==> src/rtl/mips_reg_ctrl.sv <==
// Request/response front end for a MIPS-style 32x32 register file: paired reads,
// single writes with $zero suppression, and a scrub that zeroes r1..r31.
module mips_reg_ctrl #(
    parameter int CLEAR_ON_RESET = 1
) (
    input  logic        Clock,
    input  logic        Reset,
    input  logic        ReqValid,
    output logic        ReqReady,
    input  logic        ReqWrite,
    input  logic        ReqClear,
    input  logic [4:0]  ReqAddrA,
    input  logic [4:0]  ReqAddrB,
    input  logic [31:0] ReqData,
    output logic        RspValid,
    input  logic        RspReady,
    output logic [31:0] RspDataA,
    output logic [31:0] RspDataB,
    output logic [4:0]  ReadAddr1,
    output logic [4:0]  ReadAddr2,
    input  logic [31:0] ReadData1,
    input  logic [31:0] ReadData2,
    output logic [4:0]  WriteAddr,
    output logic [31:0] WriteData,
    output logic        RegWrite,
    output logic        Busy
);

    typedef enum logic [2:0] {
        ST_SCRUB,
        ST_IDLE,
        ST_READ,
        ST_RESP,
        ST_WRITE
    } state_t;

    localparam state_t RESET_STATE = (CLEAR_ON_RESET != 0) ? ST_SCRUB : ST_IDLE;

    state_t      state_q, state_d;
    logic [4:0]  cnt_q, cnt_d;
    logic        reg_write_q, reg_write_d;
    logic [4:0]  write_addr_q, write_addr_d;
    logic [31:0] write_data_q, write_data_d;
    logic [4:0]  read_addr1_q, read_addr1_d;
    logic [4:0]  read_addr2_q, read_addr2_d;
    logic        rsp_valid_q, rsp_valid_d;
    logic [31:0] rsp_data_a_q, rsp_data_a_d;
    logic [31:0] rsp_data_b_q, rsp_data_b_d;

    always_comb begin
        state_d      = state_q;
        cnt_d        = cnt_q;
        reg_write_d  = reg_write_q;
        write_addr_d = write_addr_q;
        write_data_d = write_data_q;
        read_addr1_d = read_addr1_q;
        read_addr2_d = read_addr2_q;
        rsp_valid_d  = rsp_valid_q;
        rsp_data_a_d = rsp_data_a_q;
        rsp_data_b_d = rsp_data_b_q;

        case (state_q)
            ST_SCRUB: begin
                // Write-port outputs are registered, so each SCRUB cycle presents the
                // address loaded on the previous edge. Straight out of reset nothing is
                // loaded yet, so the first cycle only primes address cnt_q.
                if (!reg_write_q) begin
                    reg_write_d  = 1'b1;
                    write_addr_d = cnt_q;
                    write_data_d = 32'd0;
                end else if (cnt_q == 5'd31) begin
                    reg_write_d = 1'b0;
                    state_d     = ST_IDLE;
                end else begin
                    cnt_d        = cnt_q + 5'd1;
                    reg_write_d  = 1'b1;
                    write_addr_d = cnt_q + 5'd1;
                    write_data_d = 32'd0;
                end
            end
            ST_IDLE: begin
                if (ReqValid) begin
                    if (ReqClear) begin
                        state_d      = ST_SCRUB;
                        cnt_d        = 5'd1;
                        reg_write_d  = 1'b1;
                        write_addr_d = 5'd1;
                        write_data_d = 32'd0;
                    end else if (ReqWrite) begin
                        state_d = ST_WRITE;
                        // A write to $zero leaves the whole write port untouched.
                        if (ReqAddrA != 5'd0) begin
                            reg_write_d  = 1'b1;
                            write_addr_d = ReqAddrA;
                            write_data_d = ReqData;
                        end
                    end else begin
                        state_d      = ST_READ;
                        read_addr1_d = ReqAddrA;
                        read_addr2_d = ReqAddrB;
                    end
                end
            end
            ST_READ: begin
                state_d      = ST_RESP;
                rsp_valid_d  = 1'b1;
                rsp_data_a_d = (read_addr1_q == 5'd0) ? 32'd0 : ReadData1;
                rsp_data_b_d = (read_addr2_q == 5'd0) ? 32'd0 : ReadData2;
            end
            ST_RESP: begin
                if (RspReady) begin
                    rsp_valid_d = 1'b0;
                    state_d     = ST_IDLE;
                end
            end
            ST_WRITE: begin
                reg_write_d = 1'b0;
                state_d     = ST_IDLE;
            end
            default: begin
                state_d = ST_IDLE;
            end
        endcase
    end

    always_ff @(posedge Clock) begin
        if (Reset) begin
            state_q      <= RESET_STATE;
            cnt_q        <= 5'd1;
            reg_write_q  <= 1'b0;
            write_addr_q <= 5'd0;
            write_data_q <= 32'd0;
            read_addr1_q <= 5'd0;
            read_addr2_q <= 5'd0;
            rsp_valid_q  <= 1'b0;
            rsp_data_a_q <= 32'd0;
            rsp_data_b_q <= 32'd0;
        end else begin
            state_q      <= state_d;
            cnt_q        <= cnt_d;
            reg_write_q  <= reg_write_d;
            write_addr_q <= write_addr_d;
            write_data_q <= write_data_d;
            read_addr1_q <= read_addr1_d;
            read_addr2_q <= read_addr2_d;
            rsp_valid_q  <= rsp_valid_d;
            rsp_data_a_q <= rsp_data_a_d;
            rsp_data_b_q <= rsp_data_b_d;
        end
    end

    assign ReqReady  = (state_q == ST_IDLE);
    assign Busy      = (state_q != ST_IDLE);
    assign RegWrite  = reg_write_q;
    assign WriteAddr = write_addr_q;
    assign WriteData = write_data_q;
    assign ReadAddr1 = read_addr1_q;
    assign ReadAddr2 = read_addr2_q;
    assign RspValid  = rsp_valid_q;
    assign RspDataA  = rsp_data_a_q;
    assign RspDataB  = rsp_data_b_q;

endmodule
==> config.mk <==
export PLATFORM = sky130hd
export DESIGN_NAME = mips_reg_ctrl
export DESIGN_NICKNAME = d
export VERILOG_FILES = /design/src/rtl/mips_reg_ctrl.sv
export SDC_FILE = /design/constraint.sdc
export NUM_CORES = 1
export LEC_CHECK = 0
export ABC_AREA = 1
export CAP_MARGIN = 10
export CORE_ASPECT_RATIO = 1.2
export CORE_UTILIZATION = 46
export DETAILED_ROUTE_END_ITERATION = 10
export GPL_ROUTABILITY_DRIVEN = 0
export GPL_TIMING_DRIVEN = 0
export PLACE_DENSITY = 0.87
export REMOVE_ABC_BUFFERS = 1
export SETUP_SLACK_MARGIN = 0.2
export SKIP_LAST_GASP = 1
export SLEW_MARGIN = 20
export SYNTH_ARGS = -nofsm -noshare
export SYNTH_HDL_FRONTEND = slang
export SYNTH_SLANG_ARGS = --single-unit
==> constraint.sdc <==
create_clock -name Clock -period 3.2 [get_ports Clock]
set_input_delay 0.48 -clock Clock [delete_from_list [all_inputs] [get_ports Clock]]
set_output_delay 0.48 -clock Clock [all_outputs]
set_load 0.005 [all_outputs]
# Word-level counts from Yosys, hierarchy flattened
# Index checks and enable logic that the tools add are counted.
# Widths: inputs -> output; s select.
[op_classes]
addsub = 1
mul = 0
div = 0
order_cmp = 0
eq_ne = 15
shift = 0
mux = 36
bitwise = 2
reduce_logical = 13
[ops]
columns = ["cell", "count"]
rows = [
  ["$mux 32", 8],
  ["$pmux 32 s2", 1],
  ["$mux 5", 9],
  ["$pmux 5 s2", 2],
  ["$mux 3", 6],
  ["$pmux 3 s4", 1],
  ["$reduce_and 4->1", 3],
  ["$logic_not 5->1", 2],
  ["$ne 2x2->1 const B", 5],
  ["$reduce_and 5->1", 2],
  ["$ne 3x1->1 const B", 3],
  ["$mux 1", 7],
  ["$eq 3x2->1 const B", 2],
  ["$add 5x1->5 const B", 1],
  ["$eq 5x5->1 const B", 1],
  ["$reduce_bool 5->1", 1],
  ["$reduce_bool 2->1", 2],
  ["$eq 3x1->1 const B", 1],
  ["$eq 3x3->1 const B", 1],
  ["$logic_not 3->1", 1],
  ["$ne 3x3->1 const B", 1],
  ["$pmux 1 s3", 1],
  ["$reduce_bool 3->1", 1],
  ["$ne 2x1->1 const B", 1],
  ["other kinds (3)", 4],
]
[word_totals]
register_bits = 121
latchBits = 0
ramBits = 0
mem_bits_ro = 0
inputBits = 112
out_inout_bits = 115
mem_count = 0

# Depth between registers and ports, before layout
# Gate-level depths: netlist (run 1).
[logic_depth]
depth_word = 6
ltp_mapped = 12
ltp_nobuf = 11

# Worst setup path before layout (run 1)
# OpenSTA, ideal clock, no wires.
[synth_timing]
path_type = "reg-to-reg"
start = "register cnt_q[0]"
end = "register write_data_q[26] (netlist: WriteData[26])"
setup_ps = 113
t_arrival_ps = 1563
t_required_ps = 3087
path_slack_ps = 1524
stages_incl_launch_ff = 13
n_path_buf = 1
cell_sequence = "dfxtp_1 > ha_1 > nand2_1 > nor2_1 > ha_1 > nand2_1 > nor2_1 > nor2_4 > nand2_4 > buf_4 > nand2_1 > nand2_1 > nor2_1"
[synth_via]
elab_chain_len = 3
[synth_lines]
columns = ["element", "line_no", "rtl"]
rows = [
  ["start, declared", "40", "logic [4:0] cnt_q, cnt_d;"],
  ["start signal, assigned", "140", "cnt_q <= cnt_d;"],
  ["$eq 5x5->1", "71", "end else if (cnt_q == 5'd31) begin"],
  ["$ne 3x3->1 (no line)", "-", ""],
  ["$reduce_and 5->1 (no line)", "-", ""],
  ["end signal, assigned", "143", "write_data_q <= write_data_d;"],
  ["end, declared", "43", "logic [31:0] write_data_q, write_data_d;"],
]
# No other way between the ends.
# A chain may end at the register's enable or synchronous reset.

# Final worst setup path (run 1)
[layout_timing]
start = "register state_q[0]"
end = "output ReqReady"
[layout_via]
elab_chain_len = 1
[layout_lines]
columns = ["element", "line_no", "rtl"]
rows = [
  ["start, declared", "39", "state_t state_q, state_d;"],
  ["start signal, assigned", "139", "state_q <= state_d;"],
  ["$eq 3x1->1", "152", "assign ReqReady = (state_q == ST_IDLE);"],
  ["end, declared", "9", "output logic ReqReady,"],
]
# No other way between the ends.

==> results of run 1 <==
path summary, 6_finish.rpt:
path / from / end / slack (ns) / cells after the start
min reg2reg: RspValid$_SDFFE_PP0P_ / RspValid$_SDFFE_PP0P_ / 0.49 / 2
min: RspValid$_SDFFE_PP0P_ / RspValid$_SDFFE_PP0P_ / 0.49 / 2
max: state_q[0]$_SDFFE_PP0P_ / ReqReady / 0.81 / 3
max reg2reg: cnt_q[0]$_SDFFE_PP1P_ / WriteData[3]$_SDFFE_PP0P_ / 0.92 / 11
report_power, final:
| group | leakage [nW] | internal [W] | switching, W | total [W] |
|---|---|---|---|---|
| clock | 0.279 | 0.00120 | 0.000651 | 0.00185 |
| combinational | 2.04 | 0.00130 | 0.00126 | 0.00256 |
| sequential | 0.988 | 0.00195 | 0.000250 | 0.00220 |
| total | 3.31 | 0.00445 | 0.00216 | 0.00661 |
cells in the mapped netlist, drive strengths merged:
cell type / count
xnor2: 2
dfxtp: 121
inv: 81
o211ai: 1
nor2: 137
o21ai: 80
ha: 3
clkbuf: 16
nand4: 2
nor3: 13
buf: 32
nand2: 184
nand3b: 3
nand3: 9
a21oi: 74
metal layers:
metal  wire (um)  vias up  part of all wire (%)
met1        5896     2355                    40
met4         272        0                   1.8
met5           0        -                     0
met3        1391       22                   9.3
li1            -     2762                     -
met2        7349      179                    49
layout by cell type (no fill, tap or decap):
cell type	n
xnor2_1	2
inv_1	78
buf_12	2
inv_2	2
nand4_1	2
inv_4	1
clkdlybuf4s50_1	226
nand3b_1	3
buf_16	2
bufinv_16	2
nor2_1	132
dfxtp_1	121
clkinv_2	4
clkinvlp_4	2
ha_1	3
clkbuf_1	3
a21oi_1	74
o21ai_0	71
clkbuf_16	17
o21ai_2	1
nor2_4	4
nand2_4	2
o21ai_1	8
o211ai_1	1
nor3_1	13
nand3_1	9
nand2_2	2
clkbuf_8	3
nand2_1	180
nor2_2	1
kinds of logic (layout without fill, tap and decap cells):
group,count (synthesis),count (layout),synth area share (%)
adder cells (fa/ha/maj),3,3,0.7235
flip-flops,121,121,46.68
buffers and inverters,129,342,10.34
AND/OR/NAND/NOR,348,348,26.84
XOR/XNOR,2,2,0.3377
AO/OA/AOI/OAI,155,155,15.07
area by class of cell:
type                       instances  area (um2)  area share [%]
tap                              132       165.2           2.048
clock inverter                     8       95.09           1.179
sequential                       121        2422           30.04
inverter                          81       306.5           3.801
timing repair buffer             230        2357           29.23
multi-input combinational        508        2240           27.77
clock buffer                      23       478.0           5.927
worst max-delay path, cell delays in order (launching register included):
cell	delay [ns]
dfxtp_1	0.52
nand2_2	0.26
inv_2	0.20
clkdlybuf4s50_1	0.53
flip-flops by register name (all words and copies together), names as in the netlist:
signal	count
RspDataA	32
RspDataB	32
WriteData	32
ReadAddr1	5
ReadAddr2	5
WriteAddr	5
cnt_q	5
state_q	3
RegWrite	1
RspValid	1
through the flow:
step	area [um2]	hold slack, ns
6_report	8064	0.4882
5_1_grt	8064	0.5348
4_1_cts	8061	0.4837
3_5_place_dp	7488	0.4730
3_3_place_gp	7383	0.4676
2_1_floorplan	4956	0.4597
==> qor.txt, run 1 <==
area leader, netlist -> dfxtp_1
Synth top area share -> 46.68%
CTS buffer count -> 17
overall routed net length -> 14910 um
Worst Slack Setup Final -> 0.8143 ns
via/cell ratio -> 4.821
FF+latch count, synth -> 121
Port Buffers -> 226
Clk pin slew, worst setup/hold paths -> 0.05 ns
status -> completed
synth warn -> 0
met2 Use GR -> 42.61%
Pwr Total -> 0.006613 W
critical path class -> reg -> out
num rows -> 42
H-tree Lvls -> 4
P_leak -> 3.306 nW
largest cells by area after synthesis -> dfxtp_1, nand2_1, nor2_1
Ant. Diodes -> 0
final period utilization -> 74.55%
post-CTS setup buffer count -> 0
dpl hpwl -> 10250 um
max-slew violations -> 0
I/O pin count -> 227
Placement Setup Slack -> 0.9114 ns
Layout Skew -> 0.008670 ns
post_cts resized -> 0
core outline area -> 0.01098 mm2
largest net degree at the start of global routing -> 71
share of cells above drive strength 1 -> 4.634%
fill count -> 858
startpoint type of the worst setup path -> flip-flop
setup TNS -> 0 ns
Avg Synthesized Cell Area -> 6.845 um2
CTS tree -> built
WL per Instance -> 13.52 um
CP endpoint kind -> output port
die height -> 118.3 um
dpl cells -> 1072
die area -> 0.01171 mm2
Critical Path AT -> 1.91 ns
WP data required -> 2.72 ns
f_max -> 0.4192 GHz
Post-Syn Instances -> 758
final core utilization -> 73.42%
Syn Std Cell Area -> 0.005189 mm2
maxcap violations -> 0
Area growth syn-to-layout -> 55.41%
root buf cell -> clkbuf_16
Pwr Density -> 820.1 mW/mm2
initial antenna violation count -> 0
synth unique cells -> 24
Clock Tree Buf Depth -> 2
Total GRT Usage -> 25.82%
Final Setup Violations -> 0
Starting DRT DRC Count -> 210
vias in the first global route -> 4974
Initial Util -> 47.24%
Residual DRC -> 0
Die X -> 98.95 um
Hold Path Class -> reg -> reg
first-pass GRT wire length -> 23940 um
endpoints failing hold -> 0
total number of vias -> 5318
global route hottest layer -> met2
Worst Tran Pin Value -> 1.051 ns
DRT antenna net count -> 0
# clock sinks -> 121
crit-path max FO -> 12
Non-Filler Instances -> 1103
Final Critical Period -> 2.386 ns
nets -> 1074
RSZ-0062 raised after global routing -> no
post-synthesis sequential area ratio -> 46.68%
hold_buf cts -> 0
grt met3 use -> 10.35%
met1 layer usage reported by global route -> 29.34%
clock insertion delay at the later pin of the skew report -> 0.40 ns
Worst VDD drop -> 0.4385 mV
DRT Pass-1 Iters -> 4
Slew HR -> 29.77%
GRT overflow -> 0
Power figures use the tool's default switching activity.
==> run 2: changes to the inputs <==
--- a/config.mk
+++ b/config.mk
@@ -8,11 +8,11 @@
 export ABC_AREA = 1
 export CAP_MARGIN = 10
 export CORE_ASPECT_RATIO = 1.2
-export CORE_UTILIZATION = 46
+export CORE_UTILIZATION = 42
 export DETAILED_ROUTE_END_ITERATION = 10
 export GPL_ROUTABILITY_DRIVEN = 0
 export GPL_TIMING_DRIVEN = 0
-export PLACE_DENSITY = 0.87
+export PLACE_DENSITY = 0.8
 export REMOVE_ABC_BUFFERS = 1
 export SETUP_SLACK_MARGIN = 0.2
 export SKIP_LAST_GASP = 1
==> constraint.sdc (replaced) <==
create_clock -name Clock -period 2.4 [get_ports Clock]
set_input_delay 0.36 -clock Clock [delete_from_list [all_inputs] [get_ports Clock]]
set_output_delay 0.36 -clock Clock [all_outputs]
set_load 0.005 [all_outputs]
==> run 2 against run 1 <==
Compared with the run above:
- cell area increased by 2.0%
- power increased by 38%
- largest power group unchanged
- clock skew increased by 0.0016 ns
- utilization decreased by 5.2 points
==> qor.txt, run 2 (synthesis results as in run 1) <==
RSZ-0062 raised after global routing -> no
num rows -> 44
critical path class -> reg -> out
core outline area -> 0.01206 mm2
Critical Path AT -> 1.76 ns
f_max -> 0.4723 GHz
worst hold path startpoint -> RspValid$_SDFFE_PP0P_
clock insertion delay at the later pin of the skew report -> 0.41 ns
via/cell ratio -> 4.719
Pwr Density -> 1111 mW/mm2
H-tree Lvls -> 4
overall routed net length -> 15130 um
Worst Tran Pin Value -> 0.6573 ns
Layout Skew -> 0.01026 ns
Initial Util -> 43.04%
R2R Setup Slk -> 0.35 ns
GRT overflow -> 0
Final Critical Period -> 2.117 ns
Clock Tree Buf Depth -> 2
root buf cell -> clkbuf_16
fill count -> 1012
Residual DRC -> 0
Starting DRT DRC Count -> 189
Total GRT Usage -> 23.22%
post-CTS setup buffer count -> 0
nets -> 1077
crit-path max FO -> 12
Port Buffers -> 226
Die X -> 103.5 um
commonest non-fill, non-tap cell in the layout -> clkdlybuf4s50_1
P_sw -> 0.002995 W
DRT antenna net count -> 0
DRT Pass-1 Iters -> 5
P_leak -> 3.350 nW
Area growth syn-to-layout -> 58.48%
sequential fraction of design power -> 32.2%
total number of vias -> 5361
# clock sinks -> 121
CTS tree -> built
initial antenna violation count -> 0
endpoints failing hold -> 0
hold slack -> 0.4773 ns
worst flop-to-flop path endpoint -> WriteData[19]$_SDFFE_PP0P_
hold path cells -> 2
switch share -> 32.77%
Final Setup Violations -> 0
die area -> 0.01280 mm2
CP endpoint kind -> output port
multi-input logic area -> 0.002293 mm2
largest net degree at the start of global routing -> 71
Clk pin slew, worst setup/hold paths -> 0.05 ns
Hold Path Class -> reg -> reg
R2R depth -> 10
Ant. Diodes -> 0
combinational power share -> 38.3%
final period utilization -> 88.23%
I/O pin count -> 227
Worst VDD drop -> 0.5694 mV
P_int -> 0.006144 W
WP data required -> 2.04 ns
dpl hpwl -> 9845 um
clock share of power -> 29.5%
commonest non-fill, non-tap cells in the layout -> clkdlybuf4s50_1, nand2_1, nor2_1, dfxtp_1, inv_1
maxcap violations -> 0
status -> completed
startpoint type of the worst setup path -> flip-flop
register area -> 0.002424 mm2
die height -> 123.8 um
share of cells above drive strength 1 -> 5.333%
Placed Instance Area -> 0.007532 mm2
CTS buffer count -> 17
reg-to-reg critical path startpoint -> cnt_q[0]$_SDFFE_PP1P_
max-slew violations -> 0
Min-Delay Endpoint -> RspValid$_SDFFE_PP0P_
first-pass GRT wire length -> 23050 um
design area -> 0.008223 mm2
Slew HR -> 56.13%
vias in the first global route -> 4930
WL per Instance -> 13.32 um
[run 2: worst max-delay path, stage by stage (launching register included)]
cell             delay, ns
dfxtp_1               0.33
nor2_4                0.21
nand2_4               0.16
inv_4                 0.14
clkdlybuf4s50_1       0.51
[run 2: timing repair]
action                                  CTS  global route
cloned                                    0             3
pin swaps                                 0             3
hold endpoints to repair                  0             0
gates resized for setup                   2             3
endpoints found under the setup margin   36            46
hold buffers                              0             0
[run 2: worst max-delay path by stage]
stage	startpoint	endpoint	slack, ns	depth (start not counted)
after floorplan	state_q[1]$_SDFFE_PP0P_	state_q[1]$_SDFFE_PP0P_	-2.12	6
after global placement	state_q[1]$_SDFFE_PP0P_	RspDataA[23]$_SDFFE_PP0P_	-3.56	4
after detailed placement	cnt_q[0]$_SDFFE_PP1P_	WriteData[11]$_SDFFE_PP0P_	0.09	11
after CTS	state_q[1]$_SDFFE_PP0P_	ReqReady	0.15	4
after global routing	cnt_q[0]$_SDFFE_PP1P_	WriteData[19]$_SDFFE_PP0P_	0.17	11
final	state_q[2]$_SDFFE_PP0P_	ReqReady	0.28	4
[run 2: area by class of cell]
type | count | share of cell area [%]
Tap cell | 161 | 2.450
Timing Repair Buffer | 230 | 28.76
Clock buffer | 21 | 5.600
Clock inverter | 11 | 2.069
Sequential cell | 121 | 29.47
Inverter | 81 | 3.758
Multi-Input combinational cell | 511 | 27.89
[run 2: power by group through the flow]
stage | sequential (W) | clock, W | combinational, W
global placement | 0.00285 | 0 | 0.00302
global route | 0.00301 | 0.00284 | 0.00395
detailed placement | 0.00296 | 0 | 0.00339
floorplan | 0.00296 | 0 | 0.00154
finish | 0.00294 | 0.00270 | 0.00350
CTS | 0.00293 | 0.00274 | 0.00343
[run 2: per-stage QoR]
stage	power [W]	setup slack [ns]	setup TNS [ns]	std cells	utilization, %
floorplan	0.004503	-2.119	-135.10	710	-
global placement	0.005874	-3.561	-292.83	1097	61.54
detailed placement	0.006351	0.09062	0	1101	62.47
CTS	0.009103	0.1481	0	1133	67.79
global route	0.009802	0.1747	0	1136	68.20
finish	0.009139	0.2826	0	1136	68.20
[run 2: layer usage]
layer	share of wire, %	track usage [%]
met4	1.4	8.803
met3	10	10.94
met1	40	25.61
met5	0	0
met2	48	38.49
==> run 3: changes to the inputs <==
--- a/config.mk
+++ b/config.mk
@@ -8,11 +8,11 @@
 export ABC_AREA = 1
 export CAP_MARGIN = 10
 export CORE_ASPECT_RATIO = 1.2
-export CORE_UTILIZATION = 42
+export CORE_UTILIZATION = 46
 export DETAILED_ROUTE_END_ITERATION = 10
 export GPL_ROUTABILITY_DRIVEN = 0
 export GPL_TIMING_DRIVEN = 0
-export PLACE_DENSITY = 0.8
+export PLACE_DENSITY = 0.87
 export REMOVE_ABC_BUFFERS = 1
 export SETUP_SLACK_MARGIN = 0.2
 export SKIP_LAST_GASP = 1
==> constraint.sdc (replaced) <==
create_clock -name Clock -period 2.7 [get_ports Clock]
set_input_delay 0.405 -clock Clock [delete_from_list [all_inputs] [get_ports Clock]]
set_output_delay 0.405 -clock Clock [all_outputs]
set_load 0.005 [all_outputs]
==> run 3 against run 2 <==
Compared with the run above:
- global-route usage is 2.6 points higher
- register-to-register slack gained 0.26 ns
- routed wire length decreased by 1.2%
- cell area decreased by 1.8%
- non-clock buffer count unchanged
- cell count fell by 2.9%
- sequential cell count unchanged
- clock power shrank 19%
- worst setup slack better by 0.11 ns
- critical path type unchanged
- largest power group unchanged
==> qor.txt, run 3 (synthesis results as in run 1) <==
final period utilization -> 85.38%
critical path class -> reg -> out
hold_buf cts -> 0
GRT overflow -> 0
f_max -> 0.4338 GHz
overall routed net length -> 14950 um
Area growth syn-to-layout -> 55.58%
Largest stage delay, worst path -> 0.53 ns
nets -> 1074
endpoints failing hold -> 0
core outline area -> 0.01098 mm2
RSZ-0062 raised after global routing -> no
P_leak -> 3.308 nW
final core utilization -> 73.50%
share of cells above drive strength 1 -> 4.634%
Die X -> 98.95 um
Initial Util -> 47.24%
# clock sinks -> 121
Pwr Total -> 0.007842 W
Hold Path Class -> reg -> reg
vias in the first global route -> 4974
CP Cell Sequence -> nand2_2 > inv_2 > clkdlybuf4s50_1
reg-to-reg critical path startpoint -> cnt_q[0]$_SDFFE_PP1P_
Slowest cell on crit path -> clkdlybuf4s50_1
post_cts resized -> 0
CTS buffer count -> 17
root buf cell -> clkbuf_16
Clock Tree Buf Depth -> 2
maxcap violations -> 0
Port Buffers -> 226
hold path cells -> 2
Pwr Density -> 971.5 mW/mm2
WP data required -> 2.30 ns
CTS tree -> built
Starting DRT DRC Count -> 221
die area -> 0.01171 mm2
clock insertion delay at the later pin of the skew report -> 0.40 ns
num rows -> 42
critical path startpoint -> state_q[0]$_SDFFE_PP0P_
Worst VDD drop -> 0.5191 mV
total number of vias -> 5324
via/cell ratio -> 4.827
Layout Skew -> 0.009086 ns
DRT Pass-1 Iters -> 5
status -> completed
startpoint type of the worst setup path -> flip-flop
DRT antenna net count -> 0
die height -> 118.3 um
H-tree Lvls -> 4
Residual DRC -> 0
CP endpoint -> ReqReady
Worst Tran Pin Value -> 1.052 ns
setup TNS -> 0 ns
Clk pin slew, worst setup/hold paths -> 0.05 ns
Critical Path AT -> 1.90 ns
WL per Instance -> 13.55 um
R2R depth -> 11
max-slew violations -> 0
Non-Filler Instances -> 1103
first-pass GRT wire length -> 23940 um
I/O pin count -> 227
Total GRT Usage -> 25.82%
R2R Setup Slk -> 0.61 ns
dpl hpwl -> 10250 um
CP endpoint kind -> output port
Final Setup Violations -> 0
crit-path max FO -> 12
largest net degree at the start of global routing -> 71
post-CTS setup buffer count -> 0
commonest non-fill, non-tap cell in the layout -> clkdlybuf4s50_1
Ant. Diodes -> 0
hold slack -> 0.4890 ns
initial antenna violation count -> 0
Slew HR -> 29.73%
commonest non-fill, non-tap cells in the layout -> clkdlybuf4s50_1, nand2_1, nor2_1, dfxtp_1, inv_1
dpl cells -> 1072
Final Critical Period -> 2.305 ns
worst flop-to-flop path endpoint -> WriteData[22]$_SDFFE_PP0P_
[run 3: changes by cell type in the layout (fill, tap and decap cells not counted), sizes merged]
cell	before	now
clkbuf	21	23
nand2	186	184
clkinvlp	3	2
nor2	138	137
bufinv	4	2
[run 3: through the flow]
stage               worst slack (ns)  cell area [um2]
detailed placement            0.4490             7488
floorplan                     -1.819             4956
global route                  0.2957             8073
finish                        0.3948             8073
global placement              -3.308             7383
CTS                           0.3860             8061
[run 3: where the power goes]
part | switching [W] | internal (W) | total [W] | leakage, nW
registers | 0.000298 | 0.00231 | 0.00261 | 0.988
clock network | 0.000773 | 0.00142 | 0.00219 | 0.279
logic | 0.00150 | 0.00154 | 0.00304 | 2.04
[run 3: worst min-delay path by stage]
stage	from	endpoint	slack, ns
detailed placement	RspValid$_SDFFE_PP0P_	RspValid$_SDFFE_PP0P_	0.47
global route	WriteData[28]$_SDFFE_PP0P_	WriteData[28]$_SDFFE_PP0P_	0.53
global placement	RspValid$_SDFFE_PP0P_	RspValid$_SDFFE_PP0P_	0.47
finish	RspValid$_SDFFE_PP0P_	RspValid$_SDFFE_PP0P_	0.49
floorplan	RspValid$_SDFFE_PP0P_	RspValid$_SDFFE_PP0P_	0.46
CTS	RspValid$_SDFFE_PP0P_	RspValid$_SDFFE_PP0P_	0.48
[run 3: final cells by class]
type / count / area, um2
fillers: 858 / 2910
flip-flops and latches: 121 / 2422
repair buffers: 230 / 2357
multi-input cells: 508 / 2248
clock buffers: 23 / 478.0
inverters: 81 / 306.5
well taps: 132 / 165.2
clock inverters: 8 / 95.09
[run 3: per-layer routing]
layer	track usage (%)	vias to the layer above	routed length [um]
met1	29.34	2359	5927
met3	10.35	20	1412
met5	0	-	0
met4	10.91	0	273
met2	42.61	185	7333
li1	-	2760	-
[run 3: critical path, delay by kind of cell (launching register included)]
| kind | cells | cell delay [ns] |
|---|---|---|
| buffers and inverters | 2 | 0.73 |
| DFF | 1 | 0.52 |
| and+or+nand+nor | 1 | 0.26 |
